## config.mk

```make
export PLATFORM = sky130hd
export DESIGN_NAME = button_gesture
export DESIGN_NICKNAME = d
export VERILOG_FILES = /design/src/rtl/button_gesture.sv
export SDC_FILE = /design/constraint.sdc
export NUM_CORES = 1
export LEC_CHECK = 0
export CAP_MARGIN = 0
export CELL_PAD_IN_SITES_DETAIL_PLACEMENT = 2
export CELL_PAD_IN_SITES_GLOBAL_PLACEMENT = 2
export CORE_UTILIZATION = 42
export CTS_CLUSTER_DIAMETER = 100
export DETAILED_ROUTE_END_ITERATION = 8
export GPL_ROUTABILITY_DRIVEN = 0
export PLACE_DENSITY_LB_ADDON = 0.1
export SLEW_MARGIN = 5
export SYNTH_ARGS = -nofsm -noshare
export SYNTH_HDL_FRONTEND = slang
export SYNTH_SLANG_ARGS = --single-unit
```

## constraint.sdc

```tcl
create_clock -name clk -period 4.5 [get_ports clk]
set_clock_uncertainty 0.1 [all_clocks]
set_input_delay 0.675 -clock clk [delete_from_list [all_inputs] [get_ports clk]]
set_output_delay 0.675 -clock clk [all_outputs]
set_load 0.02 [all_outputs]
```

## src/rtl/button_gesture.sv

```systemverilog
// Push-button conditioner: 2-flop sync, ms-based debounce, short/long/double press gesture decode.
// Latency: btn_level follows a clean raw edge after 2 cycles + (DEBOUNCE_MS-1..DEBOUNCE_MS) ms; all outputs registered.
// Backpressure: none; outputs are levels or one-cycle pulses that the consumer must sample every cycle.
module button_gesture #(
    parameter int unsigned CLK_HZ      = 12_000_000,
    parameter bit          ACTIVE_LOW  = 1'b1,
    parameter int unsigned DEBOUNCE_MS = 20,
    parameter int unsigned LONG_MS     = 800,
    parameter int unsigned DOUBLE_MS   = 300
) (
    input  logic clk,
    input  logic rst_n,
    input  logic btn_raw,
    output logic btn_level,
    output logic press_pulse,
    output logic release_pulse,
    output logic short_press,
    output logic long_press,
    output logic double_press
);

    localparam int unsigned PRESCALE = (CLK_HZ / 1000 > 0) ? CLK_HZ / 1000 : 1;
    localparam int unsigned PW       = (PRESCALE > 1) ? $clog2(PRESCALE) : 1;

    localparam logic [PW-1:0] P_LAST    = PW'(PRESCALE - 1);
    localparam logic [15:0]   DB_LAST   = 16'(DEBOUNCE_MS - 1);
    localparam logic [15:0]   LONG_LAST = 16'(LONG_MS - 1);
    localparam logic [15:0]   DBL_LAST  = 16'(DOUBLE_MS - 1);
    localparam logic [15:0]   CNT_MAX   = 16'hFFFF;
    localparam logic          RAW_IDLE  = ACTIVE_LOW;

    // ------------------------------------------------------------------
    // Input synchronizer
    // ------------------------------------------------------------------
    logic sync_q1;
    logic sync_q2;
    logic pressed_s;

    always_ff @(posedge clk or negedge rst_n) begin
        if (!rst_n) begin
            sync_q1 <= RAW_IDLE;
            sync_q2 <= RAW_IDLE;
        end else begin
            sync_q1 <= btn_raw;
            sync_q2 <= sync_q1;
        end
    end

    assign pressed_s = sync_q2 ^ ACTIVE_LOW;

    // ------------------------------------------------------------------
    // 1 ms prescaler
    // ------------------------------------------------------------------
    logic [PW-1:0] pcnt;
    logic          ms_tick;

    assign ms_tick = (pcnt == P_LAST);

    always_ff @(posedge clk or negedge rst_n) begin
        if (!rst_n) begin
            pcnt <= '0;
        end else if (ms_tick) begin
            pcnt <= '0;
        end else begin
            pcnt <= pcnt + PW'(1);
        end
    end

    // ------------------------------------------------------------------
    // Debounce: accept the new level on the tick that completes DEBOUNCE_MS
    // ------------------------------------------------------------------
    logic [15:0] db_cnt;
    logic        db_diff;
    logic        db_accept;
    logic        press_evt;
    logic        release_evt;

    assign db_diff     = (pressed_s != btn_level);
    assign db_accept   = db_diff && ms_tick && (db_cnt == DB_LAST);
    assign press_evt   = db_accept && pressed_s;
    assign release_evt = db_accept && !pressed_s;

    always_ff @(posedge clk or negedge rst_n) begin
        if (!rst_n) begin
            db_cnt        <= '0;
            btn_level     <= 1'b0;
            press_pulse   <= 1'b0;
            release_pulse <= 1'b0;
        end else begin
            press_pulse   <= press_evt;
            release_pulse <= release_evt;
            if (!db_diff || db_accept) begin
                db_cnt <= '0;
            end else if (ms_tick && (db_cnt != CNT_MAX)) begin
                db_cnt <= db_cnt + 16'd1;
            end
            if (db_accept) begin
                btn_level <= pressed_s;
            end
        end
    end

    // ------------------------------------------------------------------
    // Gesture FSM; decisions use the debounce events so gesture pulses
    // line up with press_pulse/release_pulse in the same cycle.
    // ------------------------------------------------------------------
    typedef enum logic [1:0] {
        IDLE     = 2'd0,
        HELD     = 2'd1,
        GAP      = 2'd2,
        WAIT_REL = 2'd3
    } state_t;

    state_t      state;
    state_t      state_nxt;
    logic [15:0] tcnt;
    logic        long_due;
    logic        dbl_due;
    logic        short_nxt;
    logic        long_nxt;
    logic        double_nxt;

    assign long_due = ms_tick && (tcnt == LONG_LAST);
    assign dbl_due  = ms_tick && (tcnt == DBL_LAST);

    always_comb begin
        state_nxt  = state;
        short_nxt  = 1'b0;
        long_nxt   = 1'b0;
        double_nxt = 1'b0;
        case (state)
            IDLE: begin
                if (press_evt) begin
                    state_nxt = HELD;
                end
            end
            HELD: begin
                // a release landing on the long-press tick wins
                if (release_evt) begin
                    state_nxt = GAP;
                end else if (long_due) begin
                    long_nxt  = 1'b1;
                    state_nxt = WAIT_REL;
                end
            end
            GAP: begin
                if (press_evt) begin
                    double_nxt = 1'b1;
                    state_nxt  = WAIT_REL;
                end else if (dbl_due) begin
                    short_nxt = 1'b1;
                    state_nxt = IDLE;
                end
            end
            WAIT_REL: begin
                if (release_evt) begin
                    state_nxt = IDLE;
                end
            end
            default: begin
                state_nxt = IDLE;
            end
        endcase
    end

    always_ff @(posedge clk or negedge rst_n) begin
        if (!rst_n) begin
            state        <= IDLE;
            tcnt         <= '0;
            short_press  <= 1'b0;
            long_press   <= 1'b0;
            double_press <= 1'b0;
        end else begin
            state        <= state_nxt;
            short_press  <= short_nxt;
            long_press   <= long_nxt;
            double_press <= double_nxt;
            if (state_nxt != state) begin
                tcnt <= '0;
            end else if (ms_tick && (tcnt != CNT_MAX)) begin
                tcnt <= tcnt + 16'd1;
            end
        end
    end

endmodule

```

## Word level (Yosys, flattened, before mapping)

Index checks and enable logic that the tools add are counted.

- Memories kept: 0
- Logic and storage cells: 60
- Input bits: 3
- Latch bits: 0
- Memory bits (read-only): 0
- Bits in writable memories: 0
- Output and inout port bits: 6
- Bits in registers: 56

- Multipliers: 0
- Multiplexer cells: 20
- Shift-type cells: 0
- Equality and inequality tests: 11
- $lt $le $gt $ge: 0
- Reductions and logical operators: 13
- Bitwise logic cells: 1
- Add/sub/neg operators: 3
- Div/mod/pow operators: 0

Operators with widths:

| cell | number |
|---|---|
| 2-to-1 mux 16 bit | 4 |
| adder 16 x 1 -> 16 bit, second input constant | 2 |
| != test 16 bit, second input constant | 2 |
| == test 16 x 10 -> 1 bit, second input constant | 1 |
| == test 16 x 5 -> 1 bit, second input constant | 1 |
| == test 16 x 9 -> 1 bit, second input constant | 1 |
| adder 14 x 1 -> 14 bit, second input constant | 1 |
| == test 14 bit, second input constant | 1 |
| 2-to-1 mux 14 bit | 1 |
| 2-to-1 mux 2 bit | 6 |
| logical AND 1 bit | 8 |
| 2-to-1 mux 1 bit | 8 |
| one-hot mux 2 bit (4 select lines) | 1 |
| == test 2 bit, second input constant | 2 |
| nonzero test 2 bit | 2 |
| == test 2 x 1 -> 1 bit, second input constant | 1 |
| zero test 2 bit | 1 |
| != test 2 bit | 1 |
| zero test 1 bit | 1 |
| logical OR 1 bit | 1 |
| != test 1 bit | 1 |
| inverter 1 bit | 1 |

## Depth between registers and ports, before layout

Gate-level depths: netlist of run 1.

- Word-level depth: 9
- Depth in mapped cells: 9
- Gate-level depth less buffers: 7

## Least setup slack after synthesis of run 1

No wires, ideal clock.

- Path kind: flip-flop to flip-flop
- Start point: register pcnt[5]
- End point: register db_cnt[15]
- Path slack: 1.775 ns
- Setup time: 0.078 ns
- Arrival time: 2.547 ns
- Data required time: 4.322 ns
- Path buffers: 1
- Stages on the path, launching flop included: 7
- Period minus slack after synthesis: 2.725 ns
- Path through: dfrtp_1 or4b_4 or4_4 buf_6 or4b_4 or3_1 a21oi_1

- Longest elaborated chain between the ends: 5
- Elaborated cells on any way between the ends: 7
- Classes of those cells: eq/ne (1); mux (1); reduce/logical (5)

Ends and longest elaborated chain:

| item | RTL line | RTL |
|---|---|---|
| start, declared | 54 | `logic [PW-1:0] pcnt;` |
| start signal, assigned | 65 | `pcnt <= pcnt + PW'(1);` |
| == test 14 bit (*) | 57 | `assign ms_tick = (pcnt == P_LAST);` |
| logical AND 1 bit (2 in series) | 79 | `assign db_accept = db_diff && ms_tick && (db_cnt == DB_LAST);` |
| logical OR 1 bit | 92 | `if (!db_diff \|\| db_accept) begin` |
| 2-to-1 mux 16 bit or nonzero test 2 bit (tied branches) | - |  |
| end signal, assigned | 95 | `db_cnt <= db_cnt + 16'd1;` |
| end, declared | 72 | `logic [15:0] db_cnt;` |

Every way passes the cells marked *; elsewhere a longest branch is shown, timed or not.
A chain may end at the register's enable or synchronous reset.

## Worst setup path in the final report of run 1

Same ends and word-level chain as after synthesis.

==> results of run 1 <==
## kinds of logic after synthesis
family	after synthesis
multiplexers	1
buffers and inverters	22
flip-flops	56
XOR/XNOR	32
AND/OR/NAND/NOR	151
adder cells (fa/ha/maj)	3
AO/OA/AOI/OAI	45
## synthesized netlist by cell type (2+ instances only)
library cell	count	share of area [%]
or4_1	4	1.0
a2111oi_0	4	1.2
o2111ai_1	6	1.8
nor4b_1	7	2.1
dfrtp_1	54	46
ha_1	3	1.3
nand2_1	20	2.5
nor4_1	9	1.9
inv_1	6	0.76
nand4_1	12	2.5
nand4b_1	2	0.59
or4b_4	2	0.93
and2_1	5	1.1
or3_1	6	1.3
o21ai_0	10	1.7
or2_2	3	0.63
nand3_1	15	2.5
and4_1	6	1.8
xnor2_1	14	4.1
and3_1	8	1.7
nor2_1	37	4.7
nor3_1	9	1.5
dfstp_2	2	1.8
o2bb2ai_1	2	0.59
nor3b_1	3	0.76
clkbuf_1	14	1.8
o211ai_1	3	0.76
a21oi_1	11	1.9
o31ai_1	3	0.76
o21a_1	3	0.76
xor2_1	18	5.3
## final cells by class
cell class	count	area [µm²]
clock buffer	5	68.82
clock inverter	3	18.77
fill	719	3577
inverter	6	22.52
multi-input combinational	232	1470
sequential	56	1404
tap	96	120.1
timing repair buffer	13	112.6
## power groups by stage
stage | Combinational, mW | Clock (mW) | Sequential [mW]
6_report | 0.0175 | 0.279 | 0.506
5_1_grt | 0.0203 | 0.307 | 0.506
4_1_cts | 0.0187 | 0.296 | 0.506
3_5_place_dp | 0.0186 | 0 | 0.515
3_3_place_gp | 0.0181 | 0 | 0.515
2_1_floorplan | 0.00498 | 0 | 0.515
## worst reg2reg max path, delay by kind of cell (launching register included)
kind               cells  cell delay, ps
and+or+nand+nor        4            2160
DFF                    1             430
AOI/OAI and AO/OA      1             150
## per-stage QoR
step / utilization, % / cells / hold slack [ps] / cell area (µm²) / worst slack [ps]
floorplan: - / 310 / 245.2 / 2958 / 1775
global placement: 46.06 / 403 / 248.8 / 3129 / 1692
detailed placement: 46.06 / 403 / 248.4 / 3129 / 1643
CTS: 47.35 / 411 / 245.9 / 3217 / 1589
global route: 47.35 / 411 / 265.9 / 3217 / 1499
finish: 47.35 / 411 / 233.9 / 3217 / 1588
## registers in the layout (all words and copies together) (netlist names), 2 cells and up
name	count
db_cnt	16
pcnt	14
state	2
tcnt	16
## routing by layer
layer  global-route usage (%)  up-vias  wire (µm)
met2                    38.46       25       3786
met3                    3.272       10        147
met5                        0        -          0
met1                    29.18     1196       3582
li1                         -     1135          -
met4                    6.061        0         95
## path summary, 6_finish.rpt
path,from,endpoint,slack (ps),cells past startpoint
worst max-delay path,pcnt[5],db_cnt[15],1590,5
worst min-delay path,rst_n,db_cnt[4],230,1
worst max register to register,pcnt[5],db_cnt[15],1590,5
worst min register to register,sync_q1,sync_q2,260,0
max in group asynchronous,rst_n,db_cnt[1],3250,2
min in group clk,sync_q1,sync_q2,260,0
## placed cells by master (no fill, tap or decap), types with 2 or more instances in the layout
cell	Yosys	routed
a2111oi_0	4	4
o21a_1	3	3
clkinv_2	0	2
inv_1	6	6
buf_4	0	5
and2_1	5	5
a21oi_1	11	11
dfstp_2	2	2
o21ai_0	10	10
nor2_1	37	37
nor3b_1	3	3
o2bb2ai_1	2	2
nor3_1	9	9
o2111ai_1	6	6
nor4b_1	7	7
and3_1	8	8
nor4_1	9	8
and4_1	6	6
or3_1	6	6
or2_2	3	3
nand2_1	20	20
dfrtp_1	54	54
xnor2_1	14	14
clkbuf_8	0	5
nand4b_1	2	2
xor2_1	18	18
or4_1	4	4
ha_1	3	3
o211ai_1	3	3
clkdlybuf4s50_1	0	7
nand4_1	12	12
o31ai_1	3	3
or4b_4	2	2
nand3_1	15	15
==> qor.txt, run 1 <==
Status = finished, final reports clean
Startpoint types = flop
CTS Buf Count = 5
Warnings from Yosys = 0
Worst path most repeated cell = or4b_4
Fmax = 343.4 MHz
Avg Inst Size Synth = 9.541 µm²
Synth Area in Adders = 1.269%
Sequential fraction of the synthesis area = 47.46%
Compound-Gate Fraction of Synth Area = 10.07%
Layout area overhead = 8.757%
Routed wire length = 7.613 mm
Ant. Diodes = 0
Total grt overflow = 0
Drt first pass iters = 4
Die Y = 85.92 µm
Crit path time final = 2912 ps
Pwr Total = 0.8019 mW
Root buffer cell = clkbuf_8
Worst Hold Class = in2async
Setup violators final = 0
WP data arrival = 3060 ps
Synth Register Bits = 56
Switch share = 23.07%
CP delay by family, top = simple AND/OR/NAND/NOR gates
Maximum VDD drop = 0.1215 mV
Leak = 1.293 nW
Gate power share = 2.2%
Crit path cell chain = or4b_4 -> or4_4 -> or4b_4 -> or3_1 -> a21oi_1
Gr usage total = 22.29%
Global-route wire length before repair = 13.10 mm
Top FF cell, synth = dfrtp_1
Critical setup path kind = reg2reg
Nets = 320
Hold-fix buffers at CTS = 0
CP Data Required Time = 4650 ps
Port Buffer Count = 8
Setup tns final = 0 ps
Crit path buf inv count = 0
Post-Syn Area = 2958 µm²
Crit-path max FO = 20
Post-CTS Setup Bufs = 0
Share of layout cells above drive strength 1 = 7.302%
Initial core utilization = 43.54%
Slowest CP cell = or4_4
TritonCTS clock tree = built
Slew margin rel. = 47.22%
Total I/O pin count = 9
Synth Net Count = 316
WL/cell = 18.52 µm
Sw Pwr = 0.1850 mW
Combinational family with the most area after synthesis = simple AND/OR/NAND/NOR gates
Sequential fraction of design power = 63.0%
Dpl hpwl = 5.321 mm
Final Max Tran Viols = 0
CTS-repair resized insts = 0
Remaining antenna violation count = 0
CTS H-tree lvls = 2
PwrDens = 249.3 nW/µm²
CP Capture Type = flop
Post-synth EDFFs = 0
Rows = 30
Least-Margin Pin Slew = 784.4 ps
Clock transition at path regs = 110 ps
Netlist cell types = 40
Largest net degree at the start of global routing = 33
Clock sink count = 56
Synth async-reset ratio = 100.0%
Vias per std cell = 5.757
1st-iter DRT viols = 59
XOR/XNOR Fraction of Synth Area = 9.475%
Die Width = 85.92 µm
Clk Latency, worst-skew pair = 320 ps
Initial antenna violation count = 0
Die area = 7382 µm²
CTS Buffer Depth = 2
Clk pwr share = 34.8%
Internal = 0.6169 mW
Unrepaired setup endpoints after global routing = no
Post-synthesis mux area share = 0.3384%
Synth Instances = 310
Max incr delay on CP = 670 ps
Final period utilization = 64.71%
DRC errors left = 0
Endpoints failing hold = 0
Vias in the first global route = 2,651
Via count = 2,366
Simple-gate portion of the synthesized area = 28.34%
Total core area = 6794 µm²
Max Cap Violations = 0
(Power assumes the default switching activity.)
==> inputs of run 2 (changes only) <==
Settings changed: CORE_UTILIZATION 42 to 39.
Clock period 4.5 ns to 2.7 ns, I/O delays scaled along.
==> run 2 against run 1 <==
Power increased by 70%. Via count increased by 0.89%. Worst setup slack got worse by 1500 ps. Sequential share of layout area decreased by 1.4 points. Wire length increased by 0.66%. Global-route usage decreased by 0.68 points. Worst hold slack improved by 29 ps. Largest cell class unchanged.
==> qor.txt, run 2 (synthesis gave the netlist of run 1 again) <==
Gate power share = 2.5%
Fmax = 376.5 MHz
Post-place instance area = 3213 µm²
Vias per std cell = 5.630
CTS Buffer Depth = 2
1st-iter DRT viols = 86
Layout area overhead = 12.35%
Clock transition at path regs = 110 ps
CTS Buf Count = 5
Total core area = 7292 µm²
Share of layout cells above drive strength 1 = 10.15%
Via count = 2,387
Commonest non-fill, non-tap cells in the layout = dfrtp_1 (54), nor2_1 (37), nand2_1 (20), xor2_1 (18), nand3_1 (15)
Initial antenna violation count = 0
Clk pwr share = 35.7%
Pwr Total = 1.362 mW
CP Data Required Time = 2850 ps
Port Buffer Count = 8
Drt first pass iters = 4
Fin worst setup slack = 44.25 ps
Endpoints failing hold = 0
Dpl hpwl = 5.469 mm
Smallest hold slack = 262.4 ps
PwrDens = 409.9 nW/µm²
Clock sink count = 56
Rows = 31
Sw Pwr = 0.3033 mW
Final Max Tran Viols = 0
DRC errors left = 0
Pre-CTS WS = 20.82 ps
Slew margin rel. = 60.37%
Fill cell count = 839
Leak = 1.340 nW
Critical setup path kind = reg2reg
Die area = 7936 µm²
Sequential fraction of design power = 61.9%
Startpoint types = flop
Worst Hold Class = reg2reg
Total I/O pin count = 9
Most common cell after layout, fill and taps aside = dfrtp_1
WL/cell = 18.07 µm
Met2 Use GR = 35.95%
Final period utilization = 98.36%
Final cell count without fillers = 424
CP Capture Type = flop
Status = finished, final reports clean
Largest net degree at the start of global routing = 33
Ant. Diodes = 0
Placed cells = 415
Gr busiest metal = met2
Max Cap Violations = 0
Maximum VDD drop = 0.2144 mV
Switch share = 22.27%
GRT met1 Usage = 30.19%
Internal = 1.059 mW
Finished layout cell area = 3323 µm²
Met3 Use GR = 3.047%
Routed wire length = 7.663 mm
Remaining antenna violation count = 0
Nets = 330
Vias in the first global route = 2,587
Least-Margin Pin Slew = 594.5 ps
Root buffer cell = clkbuf_8
Clk Latency, worst-skew pair = 310 ps
Top flop regs = db_cnt: 16 flops, tcnt: 16 flops, pcnt: 14 flops
Global-route wire length before repair = 13.14 mm
Gr usage total = 21.61%
Die Y = 89.09 µm
Crit path time final = 2656 ps
WP data arrival = 2800 ps
Total grt overflow = 0
Initial core utilization = 40.56%
Crit-path max FO = 4
Die Width = 89.09 µm
CTS H-tree lvls = 2
Setup violators final = 0
TritonCTS clock tree = built
[run 2: cell types whose count changed in the layout (fill, tap and decap cells not counted), sizes merged]
cell	previous run	this run
clkbuf	5	7
clkinv	3	0
clkinvlp	0	1
buf	6	15
dlygate4sd3	0	1
[run 2: power by group through the flow]
stage	combinational (mW)	clock (mW)	sequential, mW
floorplan	0.00830	0	0.858
global placement	0.0335	0	0.859
detailed placement	0.0340	0	0.859
CTS	0.0350	0.505	0.843
global route	0.0388	0.533	0.843
finish	0.0335	0.486	0.843
[run 2: metrics by stage]
stage	setup TNS [ps]	utilization [%]
finish	0	45.57
global placement	0	44.06
detailed placement	0	44.06
floorplan	-8.375	-
global route	-20.41	45.57
CTS	0	45.49
[run 2: what timing repair did]
item / 4_1_cts / 5_1_grt
cloned: 0 / 0
hold buffers: 1 / 0
buffers inserted: 0 / 0
resized for setup: 0 / 3
pin swaps: 1 / 0
setup endpoints to repair: 2 / 3
hold endpoints to repair: 4 / 0
[run 2: layout make-up]
type,instances,area (µm²),area share [%]
multi-input cells,232,1476,44.43
flip-flops and latches,56,1404,42.24
repair buffers,23,202.7,6.099
well taps,99,123.9,3.727
clock buffers,7,86.33,2.598
inverters,6,22.52,0.6777
clock inverters,1,7.507,0.2259
[run 2: per-layer routing]
metal / share of wire [%] / vias up
met4: 1.1 / 0
li1: - / 1156
met5: 0 / -
met3: 1.3 / 6
met1: 47 / 1211
met2: 50 / 14
[run 2: path summary, 6_finish.rpt]
path,from,to,cells past startpoint,slack (ps)
min in group asynchronous,rst_n,db_cnt[11],2,520
hold / removal,sync_q1,sync_q2,0,260
setup reg to reg,pcnt[12],db_cnt[15],5,40
max in group asynchronous,rst_n,sync_q2,3,1310
hold reg to reg,sync_q1,sync_q2,0,260
setup / recovery,pcnt[12],db_cnt[15],5,40
[run 2: worst max-delay path, stage by stage (launching register included)]
cell     delay [ps]
dfrtp_1         400
or4b_4          540
or4_4           530
or4b_4          510
or3_1           380
a21oi_2         130
==> inputs of run 3 (changes only) <==
Settings changed: GPL_TIMING_DRIVEN set to 0.
==> run 3 against run 2 <==
The flow now finishes with violations (negative hold slack, negative setup slack). Worst setup slack lost 120 ps. Sequential power is essentially flat. Fmax down 4.3%. Power decreased by 0.80%. Final cell count up 2.8%. Non-clock buffer count is 12 higher. Core utilization grew 2.5 points. Largest cell class unchanged. Clock power decreased by 3%.
==> qor.txt, run 3 (synthesis gave the netlist of run 1 again) <==
Slew margin rel. = 58.81%
Die Y = 89.09 µm
Worst-case reg-to-reg path depth = 6
Setup tns final = -74.30 ps
Setup violators final = 1
Clock transition at path regs = 120 ps
Via count = 2,493
Clk Latency, worst-skew pair = 320 ps
CP Capture Type = flop
Die Width = 89.09 µm
Crit path cell chain = or4b_4 -> or4_4 -> buf_8 -> or4b_4 -> or3_1 -> a21oi_1
Vias per std cell = 5.718
Nets = 342
Most common cell after layout, fill and taps aside = dfrtp_1
WP data arrival = 2910 ps
Worst r2r dst = db_cnt[15]
Initial antenna violation count = 0
Hold-fix buffers at CTS = 0
Final Max Tran Viols = 0
Dpl hpwl = 5.547 mm
Smallest hold slack = -9.414 ps
CTS H-tree lvls = 2
Initial core utilization = 40.56%
R2r setup slk = -70 ps
Worst Hold Class = in2async
Finished Core Util = 48.03%
Total core area = 7292 µm²
Final period utilization = 102.8%
Layout area overhead = 18.40%
PwrDens = 385.8 nW/µm²
Share of layout cells above drive strength 1 = 14.54%
Crit path buf inv count = 1
Fill cell count = 809
Routed wire length = 8.160 mm
Vias in the first global route = 2,639
CTS Buf Count = 5
CTS Buffer Depth = 2
Startpoint types = flop
Least-Margin Pin Slew = 617.8 ps
Maximum VDD drop = 0.1852 mV
Crit-path max FO = 7
Remaining antenna violation count = 0
Commonest non-fill, non-tap cells in the layout = dfrtp_1 (54), nor2_1 (35), nand2_1 (20), xor2_1 (18)
Failing checks = negative hold slack, negative setup slack
Slowest CP cell = or4_4
Fmax = 360.5 MHz
Die area = 7936 µm²
Total I/O pin count = 9
CP Data Required Time = 2840 ps
Post-place instance area = 3177 µm²
TritonCTS clock tree = built
WL/cell = 18.72 µm
CP delay by family, top = simple AND/OR/NAND/NOR gates
Port Buffer Count = 8
Leak = 1.413 nW
Rows = 31
Crit path time final = 2774 ps
Crit. path cell count = 6
Global-route wire length before repair = 13.46 mm
Top flop regs = db_cnt: 16 flops, tcnt: 16 flops, pcnt: 14 flops
Status = complete, but fails checks
Finished layout cell area = 3502 µm²
Drt first pass iters = 4
Total grt overflow = 0
Max Cap Violations = 0
Worst path most repeated cell = or4b_4
Fin worst setup slack = -74.30 ps
Gr usage total = 22.09%
Unrepaired setup endpoints after global routing = yes
Root buffer cell = clkbuf_8
Critical setup path kind = reg2reg
Ant. Diodes = 0
Max incr delay on CP = 560 ps
Clock sink count = 56
Reg2reg start = pcnt[8]
Largest net degree at the start of global routing = 32
1st-iter DRT viols = 67
DRC errors left = 0
Endpoints failing hold = 8
Pre-CTS WS = -808.2 ps
## run 3: repair_timing
action | CTS | global route
hold endpoints to repair | 0 | 0
setup endpoints to repair | 34 | 33
resized for setup | 29 | 11
cloned | 1 | 0
setup buffers | 5 | 4
pin swaps | 5 | 5
## run 3: stage by stage
step / power (mW) / std cells
final: 1.351 / 436
after CTS: 1.366 / 432
after global placement: 0.8899 / 417
after detailed placement: 0.8937 / 418
after floorplan: 0.8660 / 310
after global routing: 1.392 / 436
## run 3: area by class of cell
type,instances,area [µm²],share of cell area [%]
plain buffers,16,97.59,2.787
well taps,99,123.9,3.537
inverters,6,22.52,0.6431
multi-input cells,232,1593,45.48
clock buffers,6,72.57,2.072
repair buffers,19,176.4,5.038
clock inverters,2,12.51,0.3573
flip-flops and latches,56,1404,40.09
## run 3: worst max path at each step
stage | from | end | slack (ps)
2_1_floorplan | pcnt[8] | db_cnt[15] | -8
5_1_grt | pcnt[8] | db_cnt[15] | -140
6_report | pcnt[8] | db_cnt[15] | -70
3_5_place_dp | pcnt[8] | tcnt[11] | -810
4_1_cts | pcnt[8] | db_cnt[15] | -100
3_3_place_gp | pcnt[8] | tcnt[6] | -790
## run 3: per-layer routing
metal | GRT usage [%] | vias to the layer above | part of all wire (%)
met5 | 0 | - | 0
met4 | 4.040 | 0 | 1.0
met3 | 3.047 | 8 | 1.4
met2 | 38.03 | 22 | 50
met1 | 29.99 | 1285 | 48
li1 | - | 1178 | -
## run 3: power by group
group,switching [mW],internal [mW]
sequential,0.000418,0.841
clock,0.289,0.183
combinational,0.0285,0.00980
total,0.318,1.03
